### src/rtl/agu_multi.sv
// Multi-channel address generator: each channel walks base + k*stride and wraps to base
// after len steps (len 0 = free-running). All channels load and step independently.
module agu_multi #(
    parameter int NCH = 4,
    parameter int AW  = 16,
    parameter int SW  = 8
) (
    input  logic              sys_clk,
    input  logic              clear_agu,
    input  logic [NCH-1:0]    ld_init,
    input  logic [NCH-1:0]    step,
    input  logic [NCH*AW-1:0] cfg_base,
    input  logic [NCH*SW-1:0] cfg_stride,
    input  logic [NCH*AW-1:0] cfg_len,
    input  logic [NCH-1:0]    cfg_word_mode,
    output logic [NCH*AW-1:0] addr_o,
    output logic [NCH-1:0]    last_o,
    output logic [NCH-1:0]    wrap_o
);

    // Strobes are plain per-cycle enables with no handshake: every ld_init/step
    // pulse sampled high at a rising edge is acted on; there is never a stall.
    for (genvar c = 0; c < NCH; c++) begin : g_ch
        logic [AW-1:0] base_q;
        logic [AW-1:0] stride_q;
        logic [AW-1:0] len_q;
        logic [AW-1:0] idx_q;
        logic [AW-1:0] addr_q;
        logic          wrap_q;

        logic [AW-1:0] raw_base;
        logic [AW-1:0] raw_stride;
        logic [AW-1:0] eff_base;
        logic [AW-1:0] eff_stride;
        logic          at_end;

        assign raw_base   = cfg_base[c*AW +: AW];
        assign raw_stride = AW'(cfg_stride[c*SW +: SW]);
        // Word mode drops the top two bits rather than widening the address.
        assign eff_base   = cfg_word_mode[c] ? {raw_base[AW-3:0], 2'b00} : raw_base;
        assign eff_stride = cfg_word_mode[c] ? {raw_stride[AW-3:0], 2'b00} : raw_stride;

        assign at_end = (len_q != '0) && (idx_q == len_q - AW'(1));

        always_ff @(posedge sys_clk) begin
            if (clear_agu) begin
                base_q   <= '0;
                stride_q <= '0;
                len_q    <= '0;
                idx_q    <= '0;
                addr_q   <= '0;
                wrap_q   <= 1'b0;
            end else if (ld_init[c]) begin
                base_q   <= eff_base;
                stride_q <= eff_stride;
                len_q    <= cfg_len[c*AW +: AW];
                idx_q    <= '0;
                addr_q   <= eff_base;
                wrap_q   <= 1'b0;
            end else if (step[c]) begin
                if (at_end) begin
                    addr_q <= base_q;
                    idx_q  <= '0;
                    wrap_q <= 1'b1;
                end else begin
                    addr_q <= addr_q + stride_q;
                    idx_q  <= idx_q + AW'(1);
                    wrap_q <= 1'b0;
                end
            end else begin
                wrap_q <= 1'b0;
            end
        end

        assign addr_o[c*AW +: AW] = addr_q;
        assign last_o[c]          = at_end;
        assign wrap_o[c]          = wrap_q;
    end

endmodule

### config.mk
export PLATFORM = sky130hd
export DESIGN_NAME = agu_multi
export DESIGN_NICKNAME = d
export VERILOG_FILES = /design/src/rtl/agu_multi.sv
export SDC_FILE = /design/constraint.sdc
export NUM_CORES = 1
export LEC_CHECK = 0
export ABC_AREA = 0
export CELL_PAD_IN_SITES_DETAIL_PLACEMENT = 2
export CELL_PAD_IN_SITES_GLOBAL_PLACEMENT = 2
export CORE_MARGIN = 5
export CORE_UTILIZATION = 36
export CTS_CLUSTER_SIZE = 20
export DETAILED_ROUTE_END_ITERATION = 8
export PLACE_DENSITY = 0.88
export RECOVER_POWER = 100
export SLEW_MARGIN = 15
export SYNTH_ARGS = -nofsm -noshare
export SYNTH_HDL_FRONTEND = slang
export SYNTH_SLANG_ARGS = --single-unit
### constraint.sdc
create_clock -name sys_clk -period 7.92 [get_ports sys_clk]
set_input_delay 1.584 -clock sys_clk [delete_from_list [all_inputs] [get_ports sys_clk]]
set_output_delay 1.584 -clock sys_clk [all_outputs]
set_load 0.01 [all_outputs]
==> results.sh <==
export IMPL_status="finished, violations left"
export IMPL_violations="capacitance limit, slew limit"
export IMPL_critPathArrivalTime_ns=7.01
export IMPL_viasPerCell=5.81
export IMPL_synthArstFlopShare_pct=0
export IMPL_cts_tree="built"
export IMPL_syn_to_final_growth_pct=22.8
export IMPL_cts_sinks=300
export IMPL_powerDensity_nw_per_um2=203
export IMPL_layout_common_cells="dfxtp_1 (300), nor2_1 (284), mux2i_1 (172)"
export IMPL_crit_path_start_kind="input pin"
export IMPL_ir_drop_mv=0.115
export IMPL_drcViolationCount=0
export IMPL_yosysUniqueCellTypes=89
export IMPL_cp_end_kind="flop"
export IMPL_clk_latency_ns=0.57
export IMPL_grtUsageMet3_pct=4.74
export IMPL_grt_pass1_wl_mm=108
export IMPL_max_slew_worst_pin_slew_ns=3.66
export IMPL_ant_nets=0
export IMPL_cts_root_buf="clkbuf_16"
export IMPL_finalHoldViolations=0
export IMPL_internal_power_mw=3.08
export IMPL_cts_buffers=38
export IMPL_finalSetupTns_ns=0
export IMPL_netlist_area_um2=17500
export IMPL_vias=16700
export IMPL_rsz0062_at_grt="no"
export IMPL_synth_nets=2291
export IMPL_reg2reg_slack_ns=2.29
export IMPL_top_level_ports=246
export IMPL_ys_warn_count=0
export IMPL_min_period_ns=6.58
export IMPL_mostFrequentLayoutCell="dfxtp_1"
export IMPL_clk_pin_slew_ns=0.06
export IMPL_finClkSkew_ns=0.0213
export IMPL_die_h_um=230
export IMPL_grt_overflow_total=0
export IMPL_nFillCells=5220
export IMPL_drive_above_1_share_pct=5.26
export IMPL_initial_utilization_pct=36.5
export IMPL_finalCritPeriodShare_pct=83.0
export IMPL_drtIter0Drc=839
export IMPL_cts_hold_buf=0
export IMPL_critPathMaxFanout=69
export IMPL_min_path_type="flop to flop"
export IMPL_grt_antenna_before_repair=3
export IMPL_ys_flop_type="dfxtp_1"
export IMPL_final_nets=2459
export IMPL_max_clock_freq_mhz=152
export IMPL_die_area_um2=53000
export IMPL_core_area_um2=47800
export IMPL_firstDrtPassIters=5
export IMPL_use_met2_pct=45.1
export IMPL_slew_viol_final=414
export IMPL_gp_congestion=0.874
export IMPL_p_clk_share_pct=42.7
export IMPL_first_global_vias=18900
export IMPL_synth_edf_count=0
export IMPL_p_sw_share_pct=29.0
export IMPL_cts_resized=0
export IMPL_comb_power_share_pct=18.4
export IMPL_switchingPower_mw=1.26
export IMPL_num_rows=80
export IMPL_syn_avg_cell_area_um2=8.45
export IMPL_postCtsSetupBuffers=0
export IMPL_required_ns=8.35
export IMPL_setup_viol_count_final=0
export IMPL_holdWs_ns=0.452
export IMPL_die_w_um=230
export IMPL_grt_busiest_layer="met2"
export IMPL_numPortBuffers=245
export IMPL_grt_max_degree=85
export IMPL_worstSetupPathType="input pin to flop"
export IMPL_netlist_instances=2065
export IMPL_p_seq_share_pct=38.9
export IMPL_slew_headroom_pct=-144
export IMPL_dp_final_hpwl_mm=47.6
export IMPL_use_met1_pct=30.0
export IMPL_seq_area_frac_synth_pct=34.4
export IMPL_clockBufferDepth=3
export IMPL_p_leak_nw=8.55
export IMPL_wl_per_cell_um=23.6
export IMPL_ctsHtreeMaxLevel=2
export IMPL_gr_usage_all_layers_pct=24.9
export IMPL_wl_mm=67.9
export IMPL_max_cap_viol_count=10
export IMPL_ys_seq_elements=300
## sequential cells by signal (all words and copies together), names as in the netlist
signal	cells
g_ch.addr_q	64
g_ch.base_q	64
g_ch.idx_q	64
g_ch.len_q	64
g_ch.stride_q	40
g_ch.wrap_q	4
## Yosys cell counts (23+ instances only)
master	n	area, um2
clkbuf_1	76	285
ha_1	48	601
buf_1	29	109
dfxtp_1	300	6010
nand3_1	63	315
a211oi_1	60	450
o21ai_0	81	405
nor3_1	59	295
xor2_1	73	639
nand2_1	96	360
nand4_1	24	150
or3_1	23	144
mux2i_1	172	1720
o22ai_1	23	144
xnor2_1	82	718
inv_1	57	214
o21a_1	34	255
a21oi_1	106	531
nor2_1	284	1070
nand2b_1	26	163
## final cells by class
| cell class | count | area [um2] | area share (%) |
|---|---|---|---|
| clock buffers | 57 | 1150 | 5.35 |
| diodes | 2 | 5.00 | 0.0234 |
| multi-input cells | 1574 | 10600 | 49.5 |
| flip-flops and latches | 300 | 6010 | 28.0 |
| repair buffers | 261 | 2520 | 11.8 |
| clock inverters | 12 | 163 | 0.759 |
| inverters | 58 | 218 | 1.02 |
| well taps | 615 | 769 | 3.59 |
## critical path, stage by stage
cell and delay (ns):
buf_2 0.07, clkbuf_1 2.56, clkinv_1 1.54, nor2_1 0.72
nand2_1 0.22, a311oi_1 0.25
## power by group through the flow
stage | Combinational, mW | Clock (mW) | Sequential, mW
after floorplan | 0.479 | 0 | 1.69
after global placement | 0.737 | 0 | 1.71
after detailed placement | 0.786 | 0 | 1.72
after CTS | 0.806 | 1.89 | 1.69
after global routing | 0.865 | 1.95 | 1.70
final | 0.798 | 1.85 | 1.69
## metrics by stage
step / worst slack, ns / util, % / instances / power [mW] / instance area, um2
after global placement: 2.88 / 42.2 / 2808 / 2.45 / 20200
after floorplan: 3.59 / - / 2065 / 2.17 / 17500
after global routing: 0.929 / 44.8 / 2877 / 4.52 / 21400
after detailed placement: 2.71 / 42.2 / 2808 / 2.51 / 20200
after CTS: 2.02 / 44.9 / 2877 / 4.39 / 21500
final: 1.34 / 44.8 / 2879 / 4.34 / 21400
## metal layers
layer / part of all wire (%) / vias to the layer above
met4: 2.5 / 2
li1: - / 7768
met1: 43 / 8472
met3: 4.5 / 124
met2: 50 / 373
met5: 0.025 / -
## cell families after synthesis
| logic type | Yosys count | share of synthesized area (%) |
|---|---|---|
| xor+xnor | 156 | 7.91 |
| flops | 300 | 34.4 |
| buf+inv | 191 | 4.60 |
| compound gates | 471 | 18.3 |
| fa+ha+maj | 52 | 3.90 |
| mux | 186 | 10.8 |
| simple gates | 709 | 20.1 |
## path summary, 6_finish.rpt
path         cells past startpoint                 end               start
max                              6   g_ch[0].addr_q[1]          ld_init[0]
min                              1  g_ch[1].base_q[12]  g_ch[1].base_q[12]
max reg2reg                     10   g_ch[3].idx_q[13]    g_ch[3].len_q[0]
min reg2reg                      1  g_ch[1].base_q[12]  g_ch[1].base_q[12]
No activity file was read; power rests on OpenSTA's default activity.
==> variant 1 (config.mk and constraints unchanged) <==
`AW`: 16 -> 15.
--- a/src/rtl/agu_multi.sv
+++ b/src/rtl/agu_multi.sv
@@ -2,7 +2,7 @@
 // after len steps (len 0 = free-running). All channels load and step independently.
 module agu_multi #(
     parameter int NCH = 4,
-    parameter int AW  = 16,
+    parameter int AW  = 15,
     parameter int SW  = 8
 ) (
     input  logic              sys_clk,
Ports: changed (resized addr_o, cfg_base and cfg_len); port bits go from 246 to 234. The function was not compared with the original's and may differ.
==> variant 1 against the unedited design <==
  * Sequential cell count is 16 lower
  * The flow still finishes with violations (max-capacitance violations, max-slew violations)
  * Critical endpoint is now last_o[0]
  * Area after synthesis down 4.5%
  * Non-clock buffer count is 14 lower
  * Via count down 5.5%
  * Global-route usage decreased by 0.69 points
  * Clock skew down 0.00098 ns
  * Largest cell class unchanged
  * Power decreased by 3.5%
  * Setup slack improved by 0.24 ns
  * Cell area fell by 4.2%
  * Routed wire length down 7.2%
  * Critical path depth up 3
==> variant 1: results (changes against the unedited design) <==
fraction of final layout cells sized beyond drive strength 1 0.0544 (+0.00181); M1 GR Usage 0.290 (-0.0103); grt met3 use 0.0494 (+0.00200); met2 Use GR 0.440 (-0.0104); compound-cell area share of the yosys netlist 0.182 (-0.000252); Slowest Stage Delay on Critical Path 1.20 ns (-1.36 ns); worst reg2reg setup slack 2.69 ns (+0.40 ns); DRT iter0 DRCs 678 (-19%); CP max-delay cell nor4b_1; DP Cell Count 2684 (-4.4%); nets@finish 2341 (-4.8%); status complete, but fails checks; hold_ws 0.456 ns (+0.00400 ns); worst slew pin tran 3.73 ns (+0.0657 ns); failing checks max-capacitance violations, max-slew violations; drt via density 5.75 (-1.2%); delay-heaviest family, CP simple AND/OR/NAND/NOR gates; top post-synthesis cells by count dfxtp_1 (284), nor2_1 (250), mux2i_1 (163), nand2_1 (110), a21oi_1 (91); Leak 8.29 nW (-3.0%); clk_skew 0.0203 ns (-0.000983 ns); largest net degree at the start of global routing 109 (+28%); post-synthesis adder-cell area fraction 0.0409 (+0.00185); Cells after Synth 1964 (-4.9%); Area contributors post-synth dfxtp_1 (34%), mux2i_1 (9.8%), nor2_1 (5.6%); Synth Net Count 2182 (-4.8%); part of the power in the clock network 0.436 (+0.009); Reg-to-Reg End g_ch[3].idx_q[0]$_SDFFE_PP0P_; dpl hpwl 44300 um (-7.1%); first-pass GRT wire length 100000 um (-7.4%); total wire length 63000 um (-7.2%); sequential fraction of the synthesis area 0.341 (-0.00287); vias in the first global route 17877 (-5.3%); synth unique cells 92 (+3.4%); initial antenna violation count 6 (+3); Worst Hold End g_ch[3].base_q[8]$_SDFFE_PP0P_; xor and xnor area share after synthesis 0.0752 (-0.00390); Setup crit end last_o[0]; Logic power comb 0.000765 W (-4.1%); Crit Path Max Fanout 8 (-88%); mux cell area share after synthesis 0.102 (-0.00570); final worst setup slack 1.58 ns (+0.239 ns); Post-Place Cell Area 0.0193 mm^2 (-4.6%); worst hold start g_ch[3].base_q[8]$_SDFFE_PP0P_; Pins Over Slew Limit 245 (-41%); dpl ws 2.79 ns (+0.0819 ns); Peak VDD IR 0.141 mV (+23%); Pwr Density 204 mW/mm^2 (+0.72%); CP startpoint g_ch[0].len_q[0]$_SDFFE_PP0P_; Total GRT Usage 0.242 (-0.00688); Internal Power 0.00299 W (-3.2%); max-cap violations 6 (-4); CTS Buf Count 37 (-2.6%); clk_lat worst skew 0.55 ns (-0.02 ns)
==> variant 1: cell types whose count changed in the layout (fill, tap and decap cells not counted), sizes merged, moves of 10 or more <==
cell | before | now
nor2 | 286 | 251
and3 | 20 | 46
o21ai | 84 | 61
dfxtp | 300 | 284
nand2 | 96 | 111
a21oi | 106 | 92
or3 | 23 | 9
and2 | 5 | 17
nor3 | 60 | 49
xor2 | 73 | 63
==> variant 1: cell type report <==
cell class                      count  area [um^2]
Fill cell                        4946        25000
Multi-Input combinational cell   1505        10200
Sequential cell                   284         5690
Timing Repair Buffer              247         2410
Clock buffer                       54         1140
Tap cell                          600          751
Inverter                           48          180
Clock inverter                     12          179
Antenna cell                        2         5.00
==> variant 1: routing by layer <==
layer	vias to the layer above	wire length (um)
li1	7412	-
met1	7941	26500
met2	332	31900
met3	120	2910
met4	8	1630
met5	-	48
==> variant 2 (same settings) <==
Without the edit above. Add an input register stage for `cfg_len`, without a reset; this delays it by one clock. The other inputs are not delayed to match.
--- a/src/rtl/agu_multi.sv
+++ b/src/rtl/agu_multi.sv
@@ -17,6 +17,12 @@
     output logic [NCH-1:0]    last_o,
     output logic [NCH-1:0]    wrap_o
 );
+
+    logic [NCH*AW-1:0] cfg_len_q;
+
+    always_ff @(posedge sys_clk) begin
+        cfg_len_q <= cfg_len;
+    end
 
     // Strobes are plain per-cycle enables with no handshake: every ld_init/step
     // pulse sampled high at a rising edge is acted on; there is never a stall.
@@ -53,7 +59,7 @@
             end else if (ld_init[c]) begin
                 base_q   <= eff_base;
                 stride_q <= eff_stride;
-                len_q    <= cfg_len[c*AW +: AW];
+                len_q    <= cfg_len_q[c*AW +: AW];
                 idx_q    <= '0;
                 addr_q   <= eff_base;
                 wrap_q   <= 1'b0;
Function: changed (Yosys sat finds a counterexample within 4 cycles, from zero or initial values).
==> variant 2 against the unedited design <==
  * Cell area is 6.9% higher
  * Area after synthesis is 5.1% higher
  * Routed wire length is 1.4% lower
  * The run still ends with max-capacitance violations, max-slew violations left
  * Sequential power is 21% higher
  * Largest cell class unchanged
  * Critical endpoint is now last_o[0]
  * Combinational power is 2.6% lower
  * Register-to-register slack better by 0.15 ns
  * Via count is 0.59% lower
  * Sequential cell count is 64 higher
  * Hold slack better by 0.00067 ns
  * Global-route usage is 1.6 points lower
  * Count of clock-buffer cells in the layout is 9 higher
  * Setup slack better by 0.25 ns
  * Power is 20% higher
==> variant 2: results (changes against the unedited design) <==
sequential fraction of the synthesis area 0.397 (+0.0530); clk_lat worst skew 0.58 ns; Worst R2R Path Depth 10 (unchanged); compound-cell area share of the yosys netlist 0.168 (-0.0144); vias in the first global route 18835 (-0.21%); max-cap violations 6 (-4); mux cell area share after synthesis 0.101 (-0.00662); First-pass DRT Iterations 4 (-1); CTS H-tree depth 2 (unchanged); Synth Net Count 2302 (+0.48%); routed len/inst 22.6 um (-4.4%); DRT iter0 DRCs 729 (-13%); CP arrival 4.74 ns (-2.27 ns); CTS Buf Count 45 (+18%); worst rel slew slack -1.72 (-0.278); failing checks max-capacitance violations, max-slew violations; xor and xnor area share after synthesis 0.0831 (+0.00398); Hold Path Class reg -> reg; GPL Wtd Cong 0.831 (-4.9%); Peak VDD IR 0.193 mV (+69%); worst hold start g_ch[1].base_q[13]$_SDFFE_PP0P_; fraction of registers with async set/reset 0 (unchanged); Synth Warn # 0 (unchanged); post-CTS sizing 0 (unchanged); reg2reg start g_ch[0].len_q[0]$_SDFFE_PP0P_; initial antenna violation count 14 (+11); first-pass GRT wire length 107000 um (-0.72%); top post-synthesis cells by count dfxtp_1 (364), nor2_1 (258), mux2i_1 (177), a21oi_1 (116), nand2_1 (105); fraction of final layout cells sized beyond drive strength 1 0.0520 (-0.000643); Crit Path Max Fanout 8 (-88%); worst reg2reg setup slack 2.44 ns (+0.15 ns); status complete, but fails checks; Pins Over Slew Limit 321 (-22%); Leak 9.22 nW (+7.8%); Hold Path Cell Cnt 1 (unchanged); synth unique cells 82 (-7.9%); nets@finish 2480 (+0.85%); clk_skew 0.0221 ns (+0.000836 ns); Clock Tree Buf Depth 3 (unchanged); Clock transition at path regs 0.06 ns (about the same); hold_ws 0.453 ns (+0.000674 ns); dpl hpwl 45800 um (-3.8%); Total GRT Usage 0.233 (-0.0159); input/output buffers 245 (unchanged); largest net degree at the start of global routing 81 (-4.7%); drt via density 5.61 (-3.6%); clock root cell clkbuf_16; postcts setup bufs 0 (unchanged); post-synthesis adder-cell area fraction 0.0371 (-0.00190); Reg-to-Reg End g_ch[0].idx_q[14]$_SDFFE_PP0P_; Worst Hold End g_ch[1].base_q[13]$_SDFFE_PP0P_; Area contributors post-synth dfxtp_1 (40%), mux2i_1 (9.7%), nor2_1 (5.3%); switching part of the total 0.269 (-0.0212)
## variant 2: cell count changes after synthesis, sizes merged, moves of 10 or more
cell    before  now
a21oi      106  116
a22oi       13    2
a31oi       11   25
nor3        60   39
xor2        73   93
or3         23   10
dfxtp      300  364
buf         56   39
o21bai       2   13
a211oi      60   75
nand3       63   45
nor2       286  258
and3        20   36
clkbuf      77   92
## variant 2: power groups by stage
stage               clock [W]  sequential, W  combinational [W]
floorplan                   0        0.00204           0.000472
global placement            0        0.00206           0.000717
detailed placement          0        0.00207           0.000768
CTS                   0.00244        0.00204           0.000794
global route          0.00251        0.00205           0.000845
finish                0.00238        0.00204           0.000777
## variant 2: routing by layer
metal | up-vias | global-route usage | wire length, um
li1 | 7753 | - | -
met1 | 8397 | 0.274 | 27600
met2 | 335 | 0.428 | 34300
met3 | 143 | 0.0446 | 2990
met4 | 12 | 0.0723 | 1960
met5 | - | 0 | 69
## variant 2: cell type report
class / count / area, um^2
inverter: 51 / 191
timing repair buffer: 262 / 2540
tap: 672 / 841
fill: 5372 / 27400
antenna: 6 / 15.0
clock buffer: 66 / 1400
clock inverter: 17 / 318
sequential: 364 / 7290
multi-input combinational: 1530 / 10300
## variant 2: kinds of logic (layout without fill, tap and decap cells)
group                    count (synthesis)  count (layout)
AO/OA/AOI/OAI                          472             472
XOR/XNOR                               174             174
adder cells (fa/ha/maj)                 52              52
buffers and inverters                  182             396
flip-flops                             364             364
multiplexers                           184             184
other                                    0               6
AND/OR/NAND/NOR                        648             648
## variant 2: metrics by stage
stage	utilization	instances	instance area, um^2	power [W]	setup slack (ns)
after floorplan	-	2076	18300	0.00251	3.55
after global placement	0.422	2879	21200	0.00278	2.87
after detailed placement	0.422	2879	21200	0.00284	2.66
after CTS	0.456	2962	22900	0.00527	1.95
after global routing	0.455	2963	22900	0.00540	1.23
final	0.456	2968	22900	0.00519	1.59
## variant 2: worst max path at each step
stage	from	endpoint	slack [ns]	cells past startpoint
2_1_floorplan	g_ch[0].len_q[0]$_SDFFE_PP0P_	last_o[0]	3.55	11
3_3_place_gp	g_ch[0].len_q[0]$_SDFFE_PP0P_	last_o[0]	2.87	9
3_5_place_dp	g_ch[0].len_q[0]$_SDFFE_PP0P_	last_o[0]	2.66	9
4_1_cts	g_ch[0].len_q[0]$_SDFFE_PP0P_	last_o[0]	1.95	9
5_1_grt	ld_init[3]	g_ch[3].idx_q[11]$_SDFFE_PP0P_	1.23	5
6_report	g_ch[0].len_q[0]$_SDFFE_PP0P_	last_o[0]	1.59	9
## variant 2: critical path, cell delays in order, from the launching register on
cell             delay (ns)
dfxtp_1                0.36
inv_1                  0.08
ha_1                   0.21
or3b_2                 0.56
or4_4                  0.48
o211ai_1               0.21
o2111ai_1              0.16
a211oi_1               0.88
and3_1                 0.58
clkdlybuf4s50_1        0.62
